[src/rtl/seg7_debug_display_pkg.sv]
// Shared constants and helpers for the board seven-segment debug display.
// Select codes match the board switch encoding.
package seg7_debug_display_pkg;

    localparam int DBG_W = 32;

    localparam logic [6:0] SEG_BLANK = 7'h7F;
    localparam logic [7:0] AN_OFF    = 8'hFF;

    typedef enum logic [1:0] {
        DBG_SEL_ALU = 2'd0,
        DBG_SEL_RD  = 2'd1,
        DBG_SEL_MEM = 2'd2,
        DBG_SEL_PC  = 2'd3
    } dbg_sel_e;

    function automatic logic [7:0] an_onehot(input logic [2:0] idx);
        return ~(8'h01 << idx);
    endfunction

endpackage

[src/rtl/seg7_debug_display_hex_to_seg7.sv]
// Combinational hex nibble to active-low seven-segment glyph {g,f,e,d,c,b,a}.
// Reusable by any board display; b and d use lower-case shapes.
module hex_to_seg7
    import seg7_debug_display_pkg::*;
(
    input  logic [3:0] nib_i,
    output logic [6:0] seg_o
);

    always_comb begin
        seg_o = SEG_BLANK;
        unique case (nib_i)
            4'h0: seg_o = 7'b1000000;
            4'h1: seg_o = 7'b1111001;
            4'h2: seg_o = 7'b0100100;
            4'h3: seg_o = 7'b0110000;
            4'h4: seg_o = 7'b0011001;
            4'h5: seg_o = 7'b0010010;
            4'h6: seg_o = 7'b0000010;
            4'h7: seg_o = 7'b1111000;
            4'h8: seg_o = 7'b0000000;
            4'h9: seg_o = 7'b0010000;
            4'hA: seg_o = 7'b0001000;
            4'hB: seg_o = 7'b0000011;
            4'hC: seg_o = 7'b1000110;
            4'hD: seg_o = 7'b0100001;
            4'hE: seg_o = 7'b0000110;
            4'hF: seg_o = 7'b0001110;
        endcase
    end

endmodule

[src/rtl/seg7_debug_display.sv]
// Scans one CPU debug bus as 8 hex digits on a common-anode display.
// The shown value is snapshotted once per frame so digits never tear.
module seg7_debug_display
    import seg7_debug_display_pkg::*;
#(
    parameter int REFRESH_DIV = 100000,
    parameter int DATA_WIDTH  = DBG_W
) (
    input  logic                  clk100MHz,
    input  logic                  rst,
    input  logic [1:0]            sel,
    input  logic [DATA_WIDTH-1:0] alu_result_in,
    input  logic [DATA_WIDTH-1:0] regfile_rd_in,
    input  logic [DATA_WIDTH-1:0] data_memory_in,
    input  logic [DATA_WIDTH-1:0] pc_in,
    output logic [7:0]            an,
    output logic [6:0]            seg,
    output logic                  dp
);

    localparam int CW =
        (REFRESH_DIV > 1) ? $clog2(REFRESH_DIV) : 1;
    localparam logic [CW-1:0] CNT_LAST = CW'(REFRESH_DIV - 1);

    dbg_sel_e              sel_s1_q, sel_s2_q;
    dbg_sel_e              sel_snap_q, sel_snap_d;
    logic [CW-1:0]         cnt_q, cnt_d;
    logic [2:0]            digit_q, digit_d;
    logic [DATA_WIDTH-1:0] snap_q, snap_d;
    logic [7:0]            an_q, an_d;
    logic [6:0]            seg_q, seg_d;
    logic                  dp_q, dp_d;
    logic                  tick, frame_end;
    logic [3:0]            nib;

    assign tick      = (cnt_q == CNT_LAST);
    assign frame_end = tick && (digit_q == 3'd7);
    assign nib       = snap_q[{digit_q, 2'b00} +: 4];

    hex_to_seg7 u_hex (
        .nib_i (nib),
        .seg_o (seg_d)
    );

    always_comb begin
        cnt_d      = tick ? '0 : cnt_q + 1'b1;
        digit_d    = tick ? digit_q + 3'd1 : digit_q;
        snap_d     = snap_q;
        sel_snap_d = sel_snap_q;
        if (frame_end) begin
            sel_snap_d = sel_s2_q;
            unique case (sel_s2_q)
                DBG_SEL_ALU: snap_d = alu_result_in;
                DBG_SEL_RD:  snap_d = regfile_rd_in;
                DBG_SEL_MEM: snap_d = data_memory_in;
                DBG_SEL_PC:  snap_d = pc_in;
            endcase
        end
        an_d = an_onehot(digit_q);
        // Decimal point on digit i flags source code i.
        dp_d = (digit_q != {1'b0, sel_snap_q});
    end

    always_ff @(posedge clk100MHz) begin
        if (rst) begin
            sel_s1_q   <= DBG_SEL_ALU;
            sel_s2_q   <= DBG_SEL_ALU;
            sel_snap_q <= DBG_SEL_ALU;
            cnt_q      <= '0;
            digit_q    <= 3'd0;
            snap_q     <= '0;
            an_q       <= AN_OFF;
            seg_q      <= SEG_BLANK;
            dp_q       <= 1'b1;
        end else begin
            sel_s1_q   <= dbg_sel_e'(sel);
            sel_s2_q   <= sel_s1_q;
            sel_snap_q <= sel_snap_d;
            cnt_q      <= cnt_d;
            digit_q    <= digit_d;
            snap_q     <= snap_d;
            an_q       <= an_d;
            seg_q      <= seg_d;
            dp_q       <= dp_d;
        end
    end

    assign an  = an_q;
    assign seg = seg_q;
    assign dp  = dp_q;

endmodule

[config.mk]
export PLATFORM = sky130hd
export DESIGN_NAME = seg7_debug_display
export DESIGN_NICKNAME = d
export VERILOG_FILES = /design/src/rtl/seg7_debug_display_pkg.sv /design/src/rtl/seg7_debug_display_hex_to_seg7.sv /design/src/rtl/seg7_debug_display.sv
export SDC_FILE = /design/constraint.sdc
export NUM_CORES = 1
export LEC_CHECK = 0
export ABC_AREA = 0
export ABC_CLOCK_PERIOD_IN_PS = 4600
export BUFFER_PORTS_ARGS = -buffer_cell sky130_fd_sc_hd__buf_4
export CORE_ASPECT_RATIO = 0.9
export CORE_MARGIN = 3
export CORE_UTILIZATION = 40
export CTS_CLUSTER_SIZE = 28
export DETAILED_ROUTE_END_ITERATION = 8
export PLACE_DENSITY_LB_ADDON = 0.05
export SYNTH_ARGS = -nofsm -noshare
export SYNTH_HDL_FRONTEND = slang
export SYNTH_SLANG_ARGS = --single-unit
[constraint.sdc]
create_clock -name clk100MHz -period 4.6 [get_ports clk100MHz]
set_clock_uncertainty 0.2 [all_clocks]
set_input_delay 0.69 -clock clk100MHz [delete_from_list [all_inputs] [get_ports clk100MHz]]
set_output_delay 0.69 -clock clk100MHz [all_outputs]
set_load 0.005 [all_outputs]
==> metrics.log, run 1 <==
INFO  metric outcome = finished, final reports clean
INFO  metric synth_xor_area_frac = 0.0425
INFO  metric post_drt_via_cell_ratio = 5.08
INFO  metric max_freq = 315 MHz
INFO  metric crit_arrival = 3.18 ns
INFO  metric post-route-drc-count = 0
INFO  metric setup_viol = 0
INFO  metric die_height = 99.9 µm
INFO  metric floorplan.io_pins = 148
INFO  metric first_iter_violations = 175
INFO  metric synth_area_per_cell = 9.96 µm²
INFO  metric firstDrtPassIters = 4
INFO  metric post_cts_buffers = 0
INFO  metric crit_share_post_route = 0.690
INFO  metric worstPathMaxFanout = 15
INFO  metric relSlewSlack = 0.222
INFO  metric clk_pin_slew_worst_paths = 0.07 ns
INFO  metric vdd_drop_max = 0.200 mV
INFO  metric ys_types = 41
INFO  metric yosysTopAreaCell = dfxtp_1
INFO  metric cts_tree = done
INFO  metric syn-cell-area = 3920 µm²
INFO  metric drive_above_1_share = 0.386
INFO  metric synth-main-ff-cell = dfxtp_1
INFO  metric timing.critical_path.to_type = flip-flop
INFO  metric clock-sinks = 74
INFO  metric share_of_synthesized_area_spent_on_multiplexers = 0.245
INFO  metric drtAntennaViolNets = 0
INFO  metric mappedNetlistNets = 538
INFO  metric ys_seq_elements = 74
INFO  metric antenna_found_initial = 0
INFO  metric yosys-top-cells-area = dfxtp_1 38%, mux4_2 22%, nand2_1 8.0%, a21oi_1 4.5%, ha_1 4.2%
INFO  metric n_antenna_cell = 0
INFO  metric port-buffer-count = 147
INFO  metric synth_edf_count = 0
INFO  metric grt_pass1_wl = 15800 µm
INFO  metric ys_async_sr_fraction = 0
INFO  metric grt.overflow.total = 0
INFO  metric gp_congestion = 0.787
INFO  metric synthSimpleGateAreaFrac = 0.172
INFO  metric core_area = 9330 µm²
INFO  metric grt_setup_unrepaired = false
INFO  metric slowest_delay = 0.80 ns
INFO  metric criticalPathCategory = flip-flop to flip-flop
INFO  metric slew_viol_final = 0
INFO  metric synth_warnings = 0
INFO  metric synth_compound_area_frac = 0.0754
INFO  metric post-synth-top-area-fraction = 0.378
INFO  metric dr_total_vias = 3308
INFO  metric finalWorstPathRequiredPeriod = 3.18 ns
INFO  metric totalWireLength = 9540 µm
INFO  metric maximum_number_of_pins_on_one_net_before_global_route_repair = 58
INFO  metric path_common_cell = inv_1
INFO  metric max_capacitance_violation_total = 0
INFO  metric min-delay-path-class = flip-flop to flip-flop
INFO  metric max-clock-path-buffers = 2
INFO  metric start_util = 0.420
INFO  metric cts_resized = 0
INFO  metric number_of_global_route_vias_before_repair = 3461
INFO  metric cts_made_buffers = 9
INFO  metric critical_path_required = 4.61 ns
INFO  metric hpwlAfterDp = 7410 µm
INFO  metric htree_levels = 3
INFO  metric postCtsHoldBufs = 0
INFO  metric tightest_slew = 1.17 ns
INFO  metric power.static_leakage = 2.08 nW
INFO  metric synth_seq_area_share = 0.378
INFO  metric floorplan.die.width = 110 µm
INFO  metric synth_top_family_by_area = multiplexers
INFO  metric cts-root-buf = clkbuf_8
INFO  metric powerDensity = 248 nW/µm²
INFO  metric detail_route.wl_per_cell = 14.7 µm
INFO  metric synth-adder-area-share = 0.0415
INFO  metric final_nets = 670
INFO  metric area.growth.synth_to_final = 33.6%
INFO  metric finalHoldViolCount = 0
INFO  metric post_synth_inst_count = 393
INFO  metric global_route.usage.total = 0.181
INFO  metric core.rowCount = 33
INFO  metric clock_latency_of_the_later_clocked_register_in_the_worst_skew_pair = 0.34 ns
INFO  metric dieArea = 11000 µm²
INFO  metric path_cells = mux4_2 -> mux2i_1 -> inv_1 -> ha_1 -> inv_1 -> nor3_1 -> a2111oi_0 -> a31oi_1
INFO  metric final_util = 0.560
INFO  metric crit_path_start_kind = flip-flop
INFO  metric critical_path.slowest_cell = dfxtp_1
INFO  metric final.setup.tns = 0 ns
==> routing by layer <==
metal | track usage | routed length (µm) | vias to the layer above | part of all wire
li1 | - | - | 1650 | -
met1 | 0.226 | 4010 | 1534 | 0.42
met2 | 0.311 | 4760 | 110 | 0.50
met3 | 0.0405 | 612 | 14 | 0.064
met4 | 0.0540 | 155 | 0 | 0.016
met5 | 0 | 0 | - | 0
==> registers in the layout (all words and copies together) (netlist names) <==
name / cells
snap_q: 32
cnt_q: 17
an: 8
seg: 7
digit_q: 3
sel_s1_q: 2
sel_s2_q: 2
sel_snap_q: 2
dp: 1
==> worst max-delay path: cells and delay by family (launching register included) <==
| family | cells | cell delay (ns) |
|---|---|---|
| adders and majority gates | 1 | 0.26 |
| and+or+nand+nor | 1 | 0.06 |
| buffers and inverters | 2 | 0.26 |
| DFF | 1 | 0.80 |
| AOI/OAI and AO/OA | 2 | 0.45 |
| muxes | 2 | 1.02 |
==> report_power, final <==
group / leakage, nW / internal [mW] / switching [mW]
sequential: 0.601 / 0.648 / 0.0125
clock: 0.0962 / 0.261 / 0.223
combinational: 1.39 / 0.115 / 0.0397
==> placed cells by master, fill, tap and decap left out, types with 4 or more instances in the layout <==
cell type  instances
mux4_2            38
a21oi_1           35
xor2_1            10
inv_1              9
nor3_1             4
nand3_1            8
xnor2_1            9
ha_1              13
dfxtp_1           73
mux2i_1            8
clkbuf_8          10
nor2_1            28
buf_4            149
nand2b_1           5
nand2_1           83
nor2b_1            6
==> cells in the mapped netlist (all sizes together) (2+ instances only) <==
master	count
clkbuf	13
nand3	8
nor2b	6
and3	3
nand2	83
mux4	38
a31oi	2
ha	13
and4	2
and2	3
nor2	28
buf	15
nor3	4
a221o	3
a21oi	35
xnor2	9
mux2i	8
inv	9
a211oi	2
mux2	2
dfxtp	74
nand2b	5
nor4	3
xor2	10
nand4	3
==> layout make-up <==
cell class,count,area [µm²]
timing repair buffer,149,1120
fill,866,4100
sequential,74,1480
clock buffer,12,145
tap,122,153
multi-input combinational,282,2260
inverter,9,33.8
clock inverter,3,40.0
==> through the flow <==
| stage | worst slack (ns) | power (mW) | hold WS, ns | cells | instance area (µm²) |
|---|---|---|---|---|---|
| 3_3_place_gp | 1.47 | 0.830 | 0.219 | 636 | 5040 |
| 3_5_place_dp | 1.37 | 0.833 | 0.226 | 636 | 5040 |
| 5_1_grt | 1.02 | 1.35 | 0.255 | 651 | 5230 |
| 4_1_cts | 1.38 | 1.31 | 0.241 | 651 | 5230 |
| 6_report | 1.42 | 1.30 | 0.239 | 651 | 5230 |
| 2_1_floorplan | 1.96 | 0.734 | 0.214 | 393 | 3920 |
==> final timing paths <==
path	start	end	slack, ns	cells after the start
worst max-delay path	digit_q[0]$_SDFFE_PP0N_	seg[3]$_SDFF_PP1_	1.42	8
worst min-delay path	sel_s1_q[0]$_SDFF_PP0_	sel_s2_q[0]$_SDFF_PP0_	0.24	1
worst max register to register	digit_q[0]$_SDFFE_PP0N_	seg[3]$_SDFF_PP1_	1.42	8
worst min register to register	sel_s1_q[0]$_SDFF_PP0_	sel_s2_q[0]$_SDFF_PP0_	0.24	1
==> kinds of logic after synthesis <==
| kind of cell | count (synthesis) |
|---|---|
| xor+xnor | 19 |
| buf+inv | 37 |
| simple gates | 152 |
| mux | 48 |
| compound gates | 50 |
| fa+ha+maj | 13 |
| flops | 74 |
Power figures use the tool's default switching activity.
==> inputs of run 2 (changes only) <==
--- a/config.mk
+++ b/config.mk
@@ -6,7 +6,7 @@
 export NUM_CORES = 1
 export LEC_CHECK = 0
 export ABC_AREA = 0
-export ABC_CLOCK_PERIOD_IN_PS = 4600
+export ABC_CLOCK_PERIOD_IN_PS = 3200
 export BUFFER_PORTS_ARGS = -buffer_cell sky130_fd_sc_hd__buf_4
 export CORE_ASPECT_RATIO = 0.9
 export CORE_MARGIN = 3
==> constraint.sdc (replaced) <==
create_clock -name clk100MHz -period 3.2 [get_ports clk100MHz]
set_clock_uncertainty 0.2 [all_clocks]
set_input_delay 0.48 -clock clk100MHz [delete_from_list [all_inputs] [get_ports clk100MHz]]
set_output_delay 0.48 -clock clk100MHz [all_outputs]
set_load 0.005 [all_outputs]
==> metrics.log, run 2 (synthesis results as in run 1) <==
INFO  metric outcome = finished, final reports clean (unchanged)
INFO  metric max_capacitance_violation_total = 0 (unchanged)
INFO  metric port-buffer-count = 147 (unchanged)
INFO  metric detail_route.wl_per_cell = 14.8 µm (was 14.7 µm)
INFO  metric gp_congestion = 0.803 (was 0.787)
INFO  metric clock_latency_of_the_later_clocked_register_in_the_worst_skew_pair = 0.34 ns (about the same)
INFO  metric cts-root-buf = clkbuf_8 (unchanged)
INFO  metric htree_levels = 3 (unchanged)
INFO  metric post-route-drc-count = 0 (unchanged)
INFO  metric count_of_fill_cells_added_during_filler_insertion = 854 (was 866)
INFO  metric power_report.internal_total = 1.55 mW (was 1.02 mW)
INFO  metric postCtsHoldBufs = 0 (unchanged)
INFO  metric critical_path_required = 3.21 ns (was 4.61 ns)
INFO  metric drtAntennaViolNets = 0 (unchanged)
INFO  metric power.share.clock = 0.405 (was 0.372)
INFO  metric final.setup.tns = 0 ns (unchanged)
INFO  metric final_critical_path_setup_slack = 0.425 ns (was 1.42 ns)
INFO  metric firstDrtPassIters = 4 (unchanged)
INFO  metric grt_pass1_wl = 15600 µm (was 15800 µm)
INFO  metric power.static_leakage = 2.14 nW (was 2.08 nW)
INFO  metric cts_tree = done (unchanged)
INFO  metric fin_total_pwr = 1.97 mW (was 1.30 mW)
INFO  metric dp_slack = 0.400 ns (was 1.37 ns)
INFO  metric sw_frac_of_total = 0.211 (about the same)
INFO  metric max_freq = 360 MHz (was 315 MHz)
INFO  metric powerDensity = 370 nW/µm² (was 248 nW/µm²)
INFO  metric core.rowCount = 33 (unchanged)
INFO  metric totalWireLength = 9770 µm (was 9540 µm)
INFO  metric core_area = 9330 µm² (unchanged)
INFO  metric area.growth.synth_to_final = 35.8% (was 33.6%)
INFO  metric crit_share_post_route = 0.867 (was 0.690)
INFO  metric post_cts_buffers = 0 (unchanged)
INFO  metric number_of_flip_flops_under_the_largest_register_name = 32 (unchanged)
INFO  metric finalNonFillerCells = 659 (was 651)
INFO  metric finalHoldViolCount = 0 (unchanged)
INFO  metric reg2reg_setup_slack = 0.43 ns (was 1.42 ns)
INFO  metric place_inst = 643 (was 636)
INFO  metric family_with_the_most_delay_on_the_worst_path = flip-flops (was multiplexers)
INFO  metric start_util = 0.420 (unchanged)
INFO  metric largest-register = snap_q (unchanged)
INFO  metric clk_pin_slew_worst_paths = 0.07 ns (about the same)
INFO  metric crit_arrival = 2.78 ns (was 3.18 ns)
INFO  metric number_of_global_route_vias_before_repair = 3361 (was 3461)
INFO  metric crit_path_start_kind = flip-flop (unchanged)
INFO  metric sequential_standard_cell_area = 1480 µm² (unchanged)
INFO  metric holdPathEnd = sel_s1_q[1]$_SDFF_PP0_ (was sel_s2_q[0]$_SDFF_PP0_)
INFO  metric global_route.usage.total = 0.180 (was 0.181)
INFO  metric slowest_delay = 0.62 ns (was 0.80 ns)
INFO  metric worst_hold_path.num_cells = 2 (was 1)
INFO  metric most_common_library_cell_in_the_layout_ignoring_fill_and_taps = buf_4 (unchanged)
INFO  metric antenna_found_initial = 0 (unchanged)
INFO  metric grt.overflow.total = 0 (unchanged)
INFO  metric power.share.combinational = 0.118 (was 0.119)
INFO  metric timing.critical_path.to_type = flip-flop (unchanged)
INFO  metric hpwlAfterDp = 7540 µm (was 7410 µm)
INFO  metric tightest_slew = 0.643 ns (was 1.17 ns)
INFO  metric final_nets = 677 (was 670)
INFO  metric post_drt_via_cell_ratio = 5.08 (about the same)
INFO  metric multi_input_comb_area = 2260 µm² (unchanged)
INFO  metric critical_path.slowest_cell = dfxtp_1 (unchanged)
INFO  metric r2r.worst_path.cells = 9 (was 8)
INFO  metric reg2reg_to = seg[3]$_SDFF_PP1_ (unchanged)
INFO  metric seq_power_share = 0.477 (was 0.508)
INFO  metric grt_setup_unrepaired = false (unchanged)
INFO  metric finalWorstPathRequiredPeriod = 2.77 ns (was 3.18 ns)
INFO  metric clock-sinks = 74 (unchanged)
INFO  metric dieArea = 11000 µm² (unchanged)
INFO  metric path_common_cell = inv_1 (unchanged)
INFO  metric min-delay-path-class = input pin to flip-flop (was flip-flop to flip-flop)
INFO  metric drive_above_1_share = 0.399 (was 0.386)
INFO  metric path_cells = mux4_2 -> nand2_1 -> and2_1 -> inv_1 -> ha_1 -> inv_1 -> nor3_1 -> a2111oi_0 -> a31oi_1 (was mux4_2 -> mux2i_1 -> inv_1 -> ha_1 -> inv_1 -> nor3_1 -> a2111oi_0 -> a31oi_1)
INFO  metric setup_viol = 0 (unchanged)
INFO  metric dr_total_vias = 3351 (was 3308)
INFO  metric hold_path.startpoint = sel[1] (was sel_s1_q[0]$_SDFF_PP0_)
INFO  metric cts_made_buffers = 9 (unchanged)
INFO  metric die_height = 99.9 µm (unchanged)
INFO  metric n_antenna_cell = 0 (unchanged)
INFO  metric relSlewSlack = 0.571 (was 0.222)
INFO  metric worstPathBufferInverterCount = 2 (unchanged)
INFO  metric vdd_drop_max = 0.209 mV (was 0.200 mV)
INFO  metric first_iter_violations = 105 (was 175)
INFO  metric worstPathMaxFanout = 9 (was 15)
INFO  metric floorplan.die.width = 110 µm (unchanged)
INFO  metric cts_resized = 0 (unchanged)
INFO  metric maximum_number_of_pins_on_one_net_before_global_route_repair = 58 (unchanged)
INFO  metric slew_viol_final = 0 (unchanged)
INFO  metric r2r-start = digit_q[0]$_SDFFE_PP0N_ (unchanged)
INFO  metric setup.worst_path.start = digit_q[0]$_SDFFE_PP0N_ (unchanged)
INFO  metric final_cell_mix = 156 x buf_4, 83 x nand2_1, 73 x dfxtp_1, 38 x mux4_2, 35 x a21oi_1 (was 149 x buf_4, 83 x nand2_1, 73 x dfxtp_1, 38 x mux4_2, 35 x a21oi_1)
INFO  metric power_switching = 416 µW (was 275 µW)
INFO  metric criticalPathCategory = flip-flop to flip-flop (unchanged)
INFO  metric floorplan.io_pins = 148 (unchanged)
INFO  metric max-clock-path-buffers = 2 (unchanged)
run 2: changes by cell type in the layout (fill, tap and decap cells not counted):
cell and change:
clkbuf_1 -2, clkinv_2 +2, bufinv_16 +1, buf_4 +7
run 2: power groups by stage:
stage               logic [mW]  registers (mW)  clock network [mW]
floorplan               0.0970           0.958                   0
global placement         0.232           0.961                   0
detailed placement       0.236           0.961                   0
CTS                      0.237           0.940               0.804
global route             0.253           0.940               0.846
finish                   0.232           0.939               0.797
run 2: area by class of cell:
| class | instances | share of cell area |
|---|---|---|
| inverter | 9 | 0.00636 |
| timing repair buffer | 156 | 0.220 |
| clock buffer | 10 | 0.0259 |
| tap | 122 | 0.0287 |
| clock inverter | 6 | 0.0151 |
| sequential | 74 | 0.279 |
| multi-input combinational | 282 | 0.425 |
run 2: how the worst max path moves through the flow:
stage,slack (ns),cells past startpoint,endpoint
2_1_floorplan,0.56,9,seg[3]$_SDFF_PP1_
6_report,0.43,9,seg[3]$_SDFF_PP1_
4_1_cts,0.40,9,seg[3]$_SDFF_PP1_
3_3_place_gp,0.47,9,seg[3]$_SDFF_PP1_
3_5_place_dp,0.40,9,seg[3]$_SDFF_PP1_
5_1_grt,0.20,9,seg[3]$_SDFF_PP1_
run 2: metrics by stage:
step,utilization,cell area (µm²),hold WS (ns)
floorplan,-,3920,0.214
global placement,0.546,5100,0.219
detailed placement,0.546,5100,0.225
CTS,0.570,5320,0.138
global route,0.570,5320,0.154
finish,0.570,5320,0.152
run 2: layer usage:
layer	up-vias	routed length, µm	GRT usage
met4	0	85	0.0540
met2	112	4850	0.302
met3	6	640	0.0418
met1	1569	4200	0.230
met5	-	0	0
li1	1664	-	-
